==> src/rtl/bypass_table_counter_if.sv <==
// bypass_table_counter_if: port bundle between the counter and the
// 256 x 24 bypass table wrapper (master = counter, slave = table).
//   tbl_wr_*  : write strobe, address, data (counter -> table)
//   tbl_rd_*  : read strobe, address (counter -> table)
//   tbl_rd_data_in / tbl_rd_valid_in : 1-cycle read return (table -> counter)
interface bypass_table_counter_if;
  logic [7:0]  tbl_wr_addr_out;
  logic [23:0] tbl_wr_data_out;
  logic        tbl_wr_enable_out;
  logic [7:0]  tbl_rd_addr_out;
  logic        tbl_rd_enable_out;
  logic [23:0] tbl_rd_data_in;
  logic        tbl_rd_valid_in;

  modport master (
    output tbl_wr_addr_out,
    output tbl_wr_data_out,
    output tbl_wr_enable_out,
    output tbl_rd_addr_out,
    output tbl_rd_enable_out,
    input  tbl_rd_data_in,
    input  tbl_rd_valid_in
  );

  modport slave (
    input  tbl_wr_addr_out,
    input  tbl_wr_data_out,
    input  tbl_wr_enable_out,
    input  tbl_rd_addr_out,
    input  tbl_rd_enable_out,
    output tbl_rd_data_in,
    output tbl_rd_valid_in
  );
endinterface

==> src/rtl/bypass_table_counter.sv <==
// bypass_table_counter: read-modify-write occurrence counter for the
// arithmetic encoder bypass table; zero-fills the table after reset/clear.
// Ports: clk, rst (sync, active high), clear_in, sym_* (input stream),
//   entry_* (pre-update count stream), tbl (table master bundle),
//   init_done_out (high in IDLE/UPDATE).
// Option: define BYPASS_TBL_SAT_EN to saturate counts at 24'hFFFFFF
//   instead of wrapping modulo 2^24.
module bypass_table_counter #(
  parameter logic [23:0] INC_STEP = 24'd1
) (
  input  logic                   clk,
  input  logic                   rst,
  input  logic                   clear_in,
  input  logic [7:0]             sym_in,
  input  logic                   sym_valid_in,
  output logic                   sym_ready_out,
  output logic [23:0]            entry_out,
  output logic [7:0]             entry_sym_out,
  output logic                   entry_valid_out,
  input  logic                   entry_ready_in,
  bypass_table_counter_if.master tbl,
  output logic                   init_done_out
);

  localparam logic [1:0] ST_INIT   = 2'd0;
  localparam logic [1:0] ST_IDLE   = 2'd1;
  localparam logic [1:0] ST_UPDATE = 2'd2;

  logic [1:0]  state_q, state_d;
  logic [7:0]  init_cnt_q, init_cnt_d;
  logic [7:0]  sym_q, sym_d;
  logic [23:0] entry_q, entry_d;
  logic [7:0]  entry_sym_q, entry_sym_d;
  logic        entry_valid_q, entry_valid_d;
  logic [23:0] new_cnt;
  logic        wr_en;
  logic        rd_en;
  logic        ready;

`ifdef BYPASS_TBL_SAT_EN
  logic [24:0] sum;
  always_comb begin
    sum     = {1'b0, tbl.tbl_rd_data_in} + {1'b0, INC_STEP};
    new_cnt = sum[24] ? 24'hFF_FFFF : sum[23:0];
  end
`else
  always_comb new_cnt = tbl.tbl_rd_data_in + INC_STEP;
`endif

  always_comb begin
    state_d       = state_q;
    init_cnt_d    = init_cnt_q;
    sym_d         = sym_q;
    entry_d       = entry_q;
    entry_sym_d   = entry_sym_q;
    entry_valid_d = entry_valid_q && !entry_ready_in;
    wr_en         = 1'b0;
    rd_en         = 1'b0;
    ready         = 1'b0;
    tbl.tbl_wr_addr_out = 8'd0;
    tbl.tbl_wr_data_out = 24'd0;
    tbl.tbl_rd_addr_out = 8'd0;
    unique case (state_q)
      ST_INIT: begin
        wr_en               = 1'b1;
        tbl.tbl_wr_addr_out = init_cnt_q;
        init_cnt_d          = init_cnt_q + 8'd1;
        if (init_cnt_q == 8'hFF) state_d = ST_IDLE;
      end
      ST_IDLE: begin
        // Only take a symbol when the output slot will be free by UPDATE.
        ready = !clear_in && (!entry_valid_q || entry_ready_in);
        rd_en = sym_valid_in && ready;
        tbl.tbl_rd_addr_out = sym_in;
        if (clear_in) begin
          state_d    = ST_INIT;
          init_cnt_d = 8'd0;
        end else if (rd_en) begin
          sym_d   = sym_in;
          state_d = ST_UPDATE;
        end
      end
      ST_UPDATE: begin
        wr_en               = 1'b1;
        tbl.tbl_wr_addr_out = sym_q;
        tbl.tbl_wr_data_out = new_cnt;
        entry_d             = tbl.tbl_rd_data_in;
        entry_sym_d         = sym_q;
        entry_valid_d       = 1'b1;
        state_d             = ST_IDLE;
      end
      default: state_d = ST_INIT;
    endcase
  end

  // Strobes are masked while rst is high so a reset landing on UPDATE
  // never commits its write.
  assign tbl.tbl_wr_enable_out = wr_en && !rst;
  assign tbl.tbl_rd_enable_out = rd_en && !rst;
  assign sym_ready_out         = ready && !rst;

  assign entry_out       = entry_q;
  assign entry_sym_out   = entry_sym_q;
  assign entry_valid_out = entry_valid_q;
  assign init_done_out   = (state_q != ST_INIT);

  always_ff @(posedge clk) begin
    if (rst) begin
      state_q       <= ST_INIT;
      init_cnt_q    <= 8'd0;
      sym_q         <= 8'd0;
      entry_q       <= 24'd0;
      entry_sym_q   <= 8'd0;
      entry_valid_q <= 1'b0;
    end else begin
      state_q       <= state_d;
      init_cnt_q    <= init_cnt_d;
      sym_q         <= sym_d;
      entry_q       <= entry_d;
      entry_sym_q   <= entry_sym_d;
      entry_valid_q <= entry_valid_d;
    end
  end

endmodule

==> src/flat_wrapper.sv <==
// flat-port wrapper written by rule: the top's interface ports become plain ports
module bypass_table_counter_flat 
#(
  parameter logic [23:0] INC_STEP = 24'd1
)
  (clk, rst, clear_in, sym_in, sym_valid_in, sym_ready_out, entry_out, entry_sym_out, entry_valid_out, entry_ready_in, init_done_out, tbl_tbl_wr_addr_out, tbl_tbl_wr_data_out, tbl_tbl_wr_enable_out, tbl_tbl_rd_addr_out, tbl_tbl_rd_enable_out, tbl_tbl_rd_data_in, tbl_tbl_rd_valid_in);
  bypass_table_counter_if tbl_i ();
  input  logic clk;
  input  logic rst;
  input  logic clear_in;
  input  logic [7:0] sym_in;
  input  logic sym_valid_in;
  output logic sym_ready_out;
  output logic [23:0] entry_out;
  output logic [7:0] entry_sym_out;
  output logic entry_valid_out;
  input  logic entry_ready_in;
  output logic init_done_out;
  output wire logic [$bits(tbl_i.tbl_wr_addr_out)-1:0] tbl_tbl_wr_addr_out;
  output wire logic [$bits(tbl_i.tbl_wr_data_out)-1:0] tbl_tbl_wr_data_out;
  output wire logic [$bits(tbl_i.tbl_wr_enable_out)-1:0] tbl_tbl_wr_enable_out;
  output wire logic [$bits(tbl_i.tbl_rd_addr_out)-1:0] tbl_tbl_rd_addr_out;
  output wire logic [$bits(tbl_i.tbl_rd_enable_out)-1:0] tbl_tbl_rd_enable_out;
  input wire logic [$bits(tbl_i.tbl_rd_data_in)-1:0] tbl_tbl_rd_data_in;
  input wire logic [$bits(tbl_i.tbl_rd_valid_in)-1:0] tbl_tbl_rd_valid_in;
  assign tbl_tbl_wr_addr_out = tbl_i.tbl_wr_addr_out;
  assign tbl_tbl_wr_data_out = tbl_i.tbl_wr_data_out;
  assign tbl_tbl_wr_enable_out = tbl_i.tbl_wr_enable_out;
  assign tbl_tbl_rd_addr_out = tbl_i.tbl_rd_addr_out;
  assign tbl_tbl_rd_enable_out = tbl_i.tbl_rd_enable_out;
  assign tbl_i.tbl_rd_data_in = tbl_tbl_rd_data_in;
  assign tbl_i.tbl_rd_valid_in = tbl_tbl_rd_valid_in;
  bypass_table_counter #(.INC_STEP(INC_STEP)) u_core (.clk(clk), .rst(rst), .clear_in(clear_in), .sym_in(sym_in), .sym_valid_in(sym_valid_in), .sym_ready_out(sym_ready_out), .entry_out(entry_out), .entry_sym_out(entry_sym_out), .entry_valid_out(entry_valid_out), .entry_ready_in(entry_ready_in), .tbl(tbl_i), .init_done_out(init_done_out));
endmodule
==> config.mk <==
export PLATFORM = sky130hd
export DESIGN_NAME = bypass_table_counter_flat
export DESIGN_NICKNAME = d
export VERILOG_FILES = /design/src/rtl/bypass_table_counter_if.sv /design/src/rtl/bypass_table_counter.sv /design/src/flat_wrapper.sv
export SDC_FILE = /design/constraint.sdc
export NUM_CORES = 1
export LEC_CHECK = 0
export ABC_AREA = 1
export CORE_MARGIN = 2
export CORE_UTILIZATION = 43
export DETAILED_ROUTE_END_ITERATION = 8
export MAX_ROUTING_LAYER = met4
export PLACE_DENSITY = 0.84
export SETUP_SLACK_MARGIN = 0.02
export SYNTH_ARGS = -nofsm -noshare
export SYNTH_HDL_FRONTEND = slang
export SYNTH_SLANG_ARGS = --single-unit
export TNS_END_PERCENT = 10
==> constraint.sdc <==
create_clock -name clk -period 2.7 [get_ports clk]
set_input_delay 0.81 -clock clk [delete_from_list [all_inputs] [get_ports clk]]
set_output_delay 0.81 -clock clk [all_outputs]
set_load 0.005 [all_outputs]
Word-level counts from Yosys, hierarchy flattened
Index checks and enable logic that the tools add are counted.
- bits in registers: 51
- bits of input ports: 38
- output and inout port bits: 77
- logic and storage cells: 46
- $add $sub $neg: 2
- equality and inequality tests: 6
- multiplexer cells: 13
- bitwise gates (word level): 1
- reductions and logical operators: 18
- operator list (cell ; number):
    8-bit case mux with 2 select lines ; 2
    24-bit by 1-bit adder with 24-bit output (second input constant) ; 1
    24-bit 2-to-1 mux ; 1
    8-bit 2-to-1 mux ; 2
    8-bit by 1-bit adder with 8-bit output (second input constant) ; 1
    8-bit equality test (second input constant) ; 1
    1-bit logical AND ; 6
    2-bit 2-to-1 mux ; 3
    2-bit case mux with 3 select lines ; 1
    1-bit logical NOT ; 4
    1-bit 2-to-1 mux ; 4
    2-bit AND reduction ; 2
    2-bit nonzero test ; 2
    3-bit by 2-bit != test with 1-bit output (second input constant) ; 1
    3-bit AND reduction ; 1
    2-bit by 1-bit equality test with 1-bit output (second input constant) ; 1
    2-bit equality test (second input constant) ; 1
    2-bit logical NOT ; 1
    2-bit by 1-bit != test with 1-bit output (second input constant) ; 1
    2-bit != test (second input constant) ; 1
    2-bit OR reduction ; 1
    1-bit logical OR ; 1
    1-bit NOT ; 1

Depth between registers and ports, before layout
Gate-level depths: netlist (run 1).
- depth in word-level cells: 7
- gate-level depth with buffers: 8
- gate-level depth less buffers: 8

Worst setup path before layout (run 1)
No wires, ideal clock.
- path kind: input to output
- start point: in tbl_tbl_rd_data_in[0]
- end point: out tbl_tbl_wr_data_out[18]
- arrival time: 1.642 ns
- data required time: 1.890 ns
- setup slack: 0.248 ns
- cell stages on the path: 7
- path buffers: 0
- path through: ha_1 -> nand3_1 -> nor2_4 -> nand3_1 -> inv_1 -> nand2_1 -> a21oi_1
- word-level cells in the longest chain between the ends: 2
- ends and longest elaborated chain (what ; line ; RTL):
    start: declaration ; flat_wrapper.sv:24 ; input wire logic [$bits(tbl_i.tbl_rd_data_in)-1:0] tbl_tbl_rd_data_in;
    24-bit by 1-bit adder with 24-bit output ; bypass_table_counter.sv:47 ; always_comb new_cnt = tbl.tbl_rd_data_in + INC_STEP;
    24-bit 2-to-1 mux ; bypass_table_counter.sv:63 ; unique case (state_q)
    end: declaration ; flat_wrapper.sv:20 ; output wire logic [$bits(tbl_i.tbl_wr_data_out)-1:0] tbl_tbl_wr_data_out;
Every way passes these cells.

Final worst setup path (run 1)
- start point: in tbl_tbl_rd_data_in[8]
- end point: out tbl_tbl_wr_data_out[20]
Same word-level chain as after synthesis.

==> reports/metrics.cfg, run 1 <==
[critical_path]
crit_path_max_fanout = 3
critPathRequiredTime_ns = 1.89
crit_path_cell_trace = buf_2 > nand2_4 > nor2_4 > nand2_1 > nor2_2 > nand2_1 > nand2_1 > nand2_1 > nor2_1 > buf_2
start_kind = input pin
critPathBufInv = 2
critPathMaxStageDelay_ns = 0.22
r2r_slack_ns = 1.09
worst-setup-path-type = in -> out
cp_data_arrival_time_ns = 2.07
critical_path.top_delay_family = simple AND/OR/NAND/NOR gates
cp-end-kind = output pin
crit_slowest_cell = buf_2
crit_top_cell = nand2_1

[detailed_routing]
routed_wl_microns = 13100
vias_per_cell = 5.86
vias = 4086
avgRoutedWirePerCell_microns = 18.7
antenna_left = 0
firstDrtPassIters = 7
route.detailed.drc = 0
drt_iter0_markers = 658

[grt]
first_global_vias = 3754
antenna_found_initial = 0
grt_util_all_layers_pct = 31.8
grt.overflow.total = 0
grt_max_degree = 46
grt_pass1_wl_microns = 17800

[clock_network]
cts_buffers = 5
clock_sinks = 51
clkTransAtPathRegs_ns = 0.09
cts_root_buffer = clkbuf_8
clock_latency_ns = 0.31
cts_tree = yes
clock_path_buffers = 2
h-tree-depth = 2

[floorplanning]
die_h_microns = 83.6
die-area_sq_mm = 0.00698
io_pins = 115
rows = 28
initial_utilization_pct = 45.2
fp.coreArea_sq_mm = 0.00603
die_x_microns = 83.6

[synth]
ys.flop_type = dfxtp_1
synth-seq-cells = 51
avgSynthCellArea_sq_um = 6.34
synth_area_sq_mm = 0.00272
yosys_warnings = 0
synth_cell_types = 23
async_flop_share_pct = 0
synth-edff-count = 0
yosysSeqAreaShare_pct = 37.5
syn-instance-count = 429
mappedNetlistNets = 469

[place]
dp_hpwl_microns = 7100
portBuffers = 113
place.gp.congestion = 0.927
postPlaceCellArea_sq_mm = 0.00440

[finish]
multi_input_area_sq_mm = 0.00177
nFillCells = 365
drive_gt1_share_pct = 32.8
final_area_sq_mm = 0.00483
antenna-diode-count = 0
ff_latch_area_sq_mm = 0.00102
fin_util_pct = 80.2
syn_to_final_growth_pct = 77.5
finalNetCount = 661

[timing]
slew_headroom_pct = 77.4
setup_tns_ns = -1.18
fin_ws_ns = -0.183
hold_viol = 0
setup_viol = 17
rsz0062_at_grt = true
finalCritPeriodShare_pct = 107
worstMarginPinSlew_ns = 0.338
skew_ns = 0.0120
timing.hold.ws_ns = 0.479
drv_slew = 0
max_clock_freq_mhz = 347
min_period_ns = 2.88

[power]
pwr-share-seq_pct = 50.1
internal_power_mw = 1.09
ir_drop_v = 0.000269
p_leak_nw = 2.20
p_total_mw = 1.52
power_density_mw_per_mm2 = 315
swShare_pct = 28.2
p_switching_uw = 430
p_clk_share_pct = 32.0
pwr-share-comb_pct = 18.0

[min_path]
hp-class = reg -> reg

[status]
status = finished, violations left
violations = setup timing

[job]
drv_cap = 0

## registers in the layout, summed over array words and instances, names as in the netlist
register / flops
u_core.entry_out: 24
u_core.entry_sym_out: 8
u_core.entry_valid_out: 1
u_core.init_cnt_q: 8
u_core.state_q: 2
u_core.sym_q: 8
## cell families (layout without fill, tap and decap cells)
kind of cell	after synthesis	in the layout	synth area share [%]
compound gates	98	98	18.2
xor+xnor	5	5	1.61
fa+ha+maj	2	2	0.919
buf+inv	56	249	8.23
flops	51	51	37.5
simple gates	217	217	33.6
## repair_timing
action,in CTS,in global routing
gates resized for setup,187,66
buffers inserted,14,6
pin swaps,20,20
endpoints found under the setup margin,36,28
cloned,0,2
hold buffers,0,0
## path summary, 6_finish.rpt
kind / from / endpoint / depth (start not counted)
worst min register to register: u_core.entry_sym_out[4] / u_core.entry_sym_out[4] / 2
worst max-delay path: tbl_tbl_rd_data_in[8] / tbl_tbl_wr_data_out[20] / 10
worst max register to register: u_core.init_cnt_q[1] / u_core.state_q[0] / 7
worst min-delay path: u_core.entry_sym_out[4] / u_core.entry_sym_out[4] / 2
## power groups by stage
| stage | logic, mW | registers [mW] | clock network, mW |
|---|---|---|---|
| 6_report | 0.273 | 0.763 | 0.487 |
| 5_1_grt | 0.287 | 0.762 | 0.506 |
| 4_1_cts | 0.236 | 0.761 | 0.478 |
| 3_5_place_dp | 0.216 | 0.779 | 0 |
| 3_3_place_gp | 0.211 | 0.778 | 0 |
| 2_1_floorplan | 0.0648 | 0.777 | 0 |
## per-layer routing
layer / global-route usage, % / part of all wire, %
met1: 36.5 / 36
met2: 52.4 / 45
met3: 6.03 / 10
met4: 17.3 / 9.1
met5: - / 0
## cell usage after synthesis, drive strengths merged (3+ instances only)
master	number	area [sq um]
o21ai	44	220
a21oi	52	260
inv	40	150
nor2	82	360
nor3	9	45.0
nand2	107	407
dfxtp	51	1020
xnor2	3	26.3
clkbuf	6	22.5
nand3	14	70.1
buf	10	51.3
nand4	4	25.0
## cell type report
cell class / instances / area share (%)
clock buffers: 6 / 1.71
clock inverters: 2 / 0.285
inverters: 40 / 3.16
multi-input cells: 322 / 36.5
flip-flops and latches: 51 / 21.2
well taps: 75 / 1.94
repair buffers: 201 / 35.2
## worst min-delay path: stages (launching register included)
cell,delay (ns)
dfxtp_1,0.33
nand2_1,0.06
a21oi_1,0.05
## through the flow
step | cells | setup slack [ns]
after floorplan | 429 | 0.248
after global placement | 667 | -0.792
after detailed placement | 667 | -0.843
after CTS | 689 | -0.0862
after global routing | 697 | -0.264
final | 697 | -0.183
## layout by cell type (no fill, tap or decap), types with 2 or more instances in the layout
cell type,netlist,layout
buf_6,0,7
nand3_2,0,3
nor2_4,6,16
nand2_1,105,88
nor2_1,73,57
nand3_1,14,9
clkdlybuf4s15_2,0,3
nand3_4,0,2
inv_2,1,3
a21oi_2,0,4
buf_12,0,2
nand2_2,2,13
nor3_2,0,7
clkbuf_8,0,6
o21ai_2,0,2
clkdlybuf4s50_1,0,53
buf_4,1,81
xnor2_1,3,3
nand2_4,0,6
nand4_1,4,4
clkbuf_16,0,2
nor2_2,3,9
inv_1,39,36
buf_2,8,16
xor2_1,2,2
clkbuf_2,0,14
dlymetal6s2s_1,0,2
dfxtp_1,51,50
o21ai_0,44,41
a21oi_1,52,48
dlygate4sd2_1,0,19
Note: power is estimated with default switching activity, not from simulation.
==> run 2: changes to the inputs <==
--- a/config.mk
+++ b/config.mk
@@ -6,7 +6,7 @@
 export NUM_CORES = 1
 export LEC_CHECK = 0
 export ABC_AREA = 1
-export CORE_MARGIN = 2
+export CORE_MARGIN = 4
 export CORE_UTILIZATION = 43
 export DETAILED_ROUTE_END_ITERATION = 8
 export MAX_ROUTING_LAYER = met4
==> run 2 against run 1 <==
The flow still finishes with violations (setup timing). Clock skew down 0.0069 ns. Total power shrank 1.5%. Cell count decreased by 1.0%. Register-to-register slack improved by 0.02 ns. Largest power group unchanged. Highest routed layer unchanged.
==> reports/metrics.cfg, run 2 (same netlist as run 1, synthesis figures left out) <==
[critical_path]
cp_data_arrival_time_ns = 2.18
critPathRequiredTime_ns = 1.89
worst-setup-path-type = in -> out
start_kind = input pin
r2r_slack_ns = 1.11
cp-end-kind = output pin
crit_path_max_fanout = 4

[min_path]
hp-class = reg -> reg

[timing]
setup_viol = 7
min_period_ns = 2.99
hold_viol = 0
slew_headroom_pct = 80.2
drv_slew = 0
setup_tns_ns = -0.414
fin_ws_ns = -0.290
max_clock_freq_mhz = 334
finalCritPeriodShare_pct = 111
timing.hold.ws_ns = 0.467
worstMarginPinSlew_ns = 0.297
skew_ns = 0.00507
rsz0062_at_grt = true

[status]
status = finished, violations left
violations = setup timing

[grt]
antenna_found_initial = 0
grt_util_all_layers_pct = 30.2
grt.overflow.total = 0
use_met2_pct = 49.7
grt_max_degree = 33
grt_pass1_wl_microns = 17900
use_met1_pct = 34.8
gr-usage-met3_pct = 5.08
grt_most_used_layer = met2
first_global_vias = 3722

[finish]
multi_input_area_sq_mm = 0.00179
fin_util_pct = 79.1
final_area_sq_mm = 0.00477
antenna-diode-count = 0
final_cell_mix = nand2_1 (83), buf_4 (72), nor2_1 (53), clkdlybuf4s50_1 (52), a21oi_1 (51)
drive_gt1_share_pct = 33.0
final_common_cell = nand2_1
nFillCells = 402
finalNetCount = 654
syn_to_final_growth_pct = 75.2
final_cells = 690
ff_latch_area_sq_mm = 0.00102
largest_reg_flops = 24

[clock_network]
hold_buffers = 0
cts_buffers = 5
clkTransAtPathRegs_ns = 0.10
clock_path_buffers = 2
cts_root_buffer = clkbuf_8
clock_sinks = 51
clock_latency_ns = 0.31
cts_tree = yes
h-tree-depth = 2

[place]
dp.cells = 672
place.gp.congestion = 0.963
portBuffers = 113
postPlaceCellArea_sq_mm = 0.00442
dp_hpwl_microns = 7600

[detailed_routing]
antenna_left = 0
firstDrtPassIters = 7
vias = 3897
avgRoutedWirePerCell_microns = 17.9
drt_iter0_markers = 415
route.detailed.drc = 0
vias_per_cell = 5.65
routed_wl_microns = 12400

[power]
power_density_mw_per_mm2 = 315
p_leak_nw = 2.22
ir_drop_v = 0.000269

[floorplanning]
die_x_microns = 87.6
initial_utilization_pct = 45.2
die_h_microns = 87.6
rows = 28
io_pins = 115
fp.coreArea_sq_mm = 0.00603
die-area_sq_mm = 0.00767

[job]
drv_cap = 0

run 2: cell count changes in the layout (fill, tap and decap cells not counted), moves of 4 or more:
| cell | before | now |
|---|---|---|
| nand2_1 | 88 | 83 |
| nor2_1 | 57 | 53 |
| buf_2 | 16 | 21 |
| buf_6 | 7 | 11 |
| clkbuf_2 | 14 | 10 |
| buf_4 | 81 | 72 |
| nor3_2 | 7 | 3 |
run 2: per-stage QoR:
step	setup slack (ns)	power, mW
2_1_floorplan	0.248	0.842
3_3_place_gp	-0.819	0.994
3_5_place_dp	-0.880	0.998
4_1_cts	-0.0466	1.47
5_1_grt	-0.233	1.55
6_report	-0.290	1.50
run 2: worst paths after layout:
path / startpoint / to / cells after the start
worst max-delay path: tbl_tbl_rd_data_in[0] / tbl_tbl_wr_data_out[16] / 10
worst max register to register: u_core.state_q[0] / u_core.sym_q[2] / 5
worst min-delay path: u_core.entry_sym_out[2] / u_core.entry_sym_out[2] / 2
worst min register to register: u_core.entry_sym_out[2] / u_core.entry_sym_out[2] / 2
run 2: cell type report:
class / count / area share (%)
Sequential cell: 51 / 21.4
Multi-Input combinational cell: 322 / 37.6
Clock inverter: 3 / 0.394
Tap cell: 75 / 1.97
Inverter: 40 / 3.20
Timing Repair Buffer: 194 / 34.0
Clock buffer: 5 / 1.44
run 2: power breakdown:
| part | switching [mW] | internal, mW |
|---|---|---|
| clock | 0.283 | 0.184 |
| combinational | 0.142 | 0.130 |
| sequential | 0.00602 | 0.756 |
run 2: timing repair:
item	in CTS	in global routing
setup buffers	8	2
resized for setup	195	93
endpoints found under the setup margin	39	31
pin swaps	26	38
run 2: worst max-delay path, cell delays in order:
cell,delay (ns)
buf_8,0.08
ha_4,0.16
buf_6,0.12
inv_4,0.03
nor2_4,0.15
nand2_2,0.13
nor2_2,0.23
xnor2_1,0.10
nor2_1,0.19
buf_2,0.16
run 2: layer usage:
metal / vias to the layer above / wire, microns
met5: - / 0
met3: 105 / 938
li1: 1752 / -
met2: 278 / 5720
met1: 1762 / 4760
met4: 0 / 959
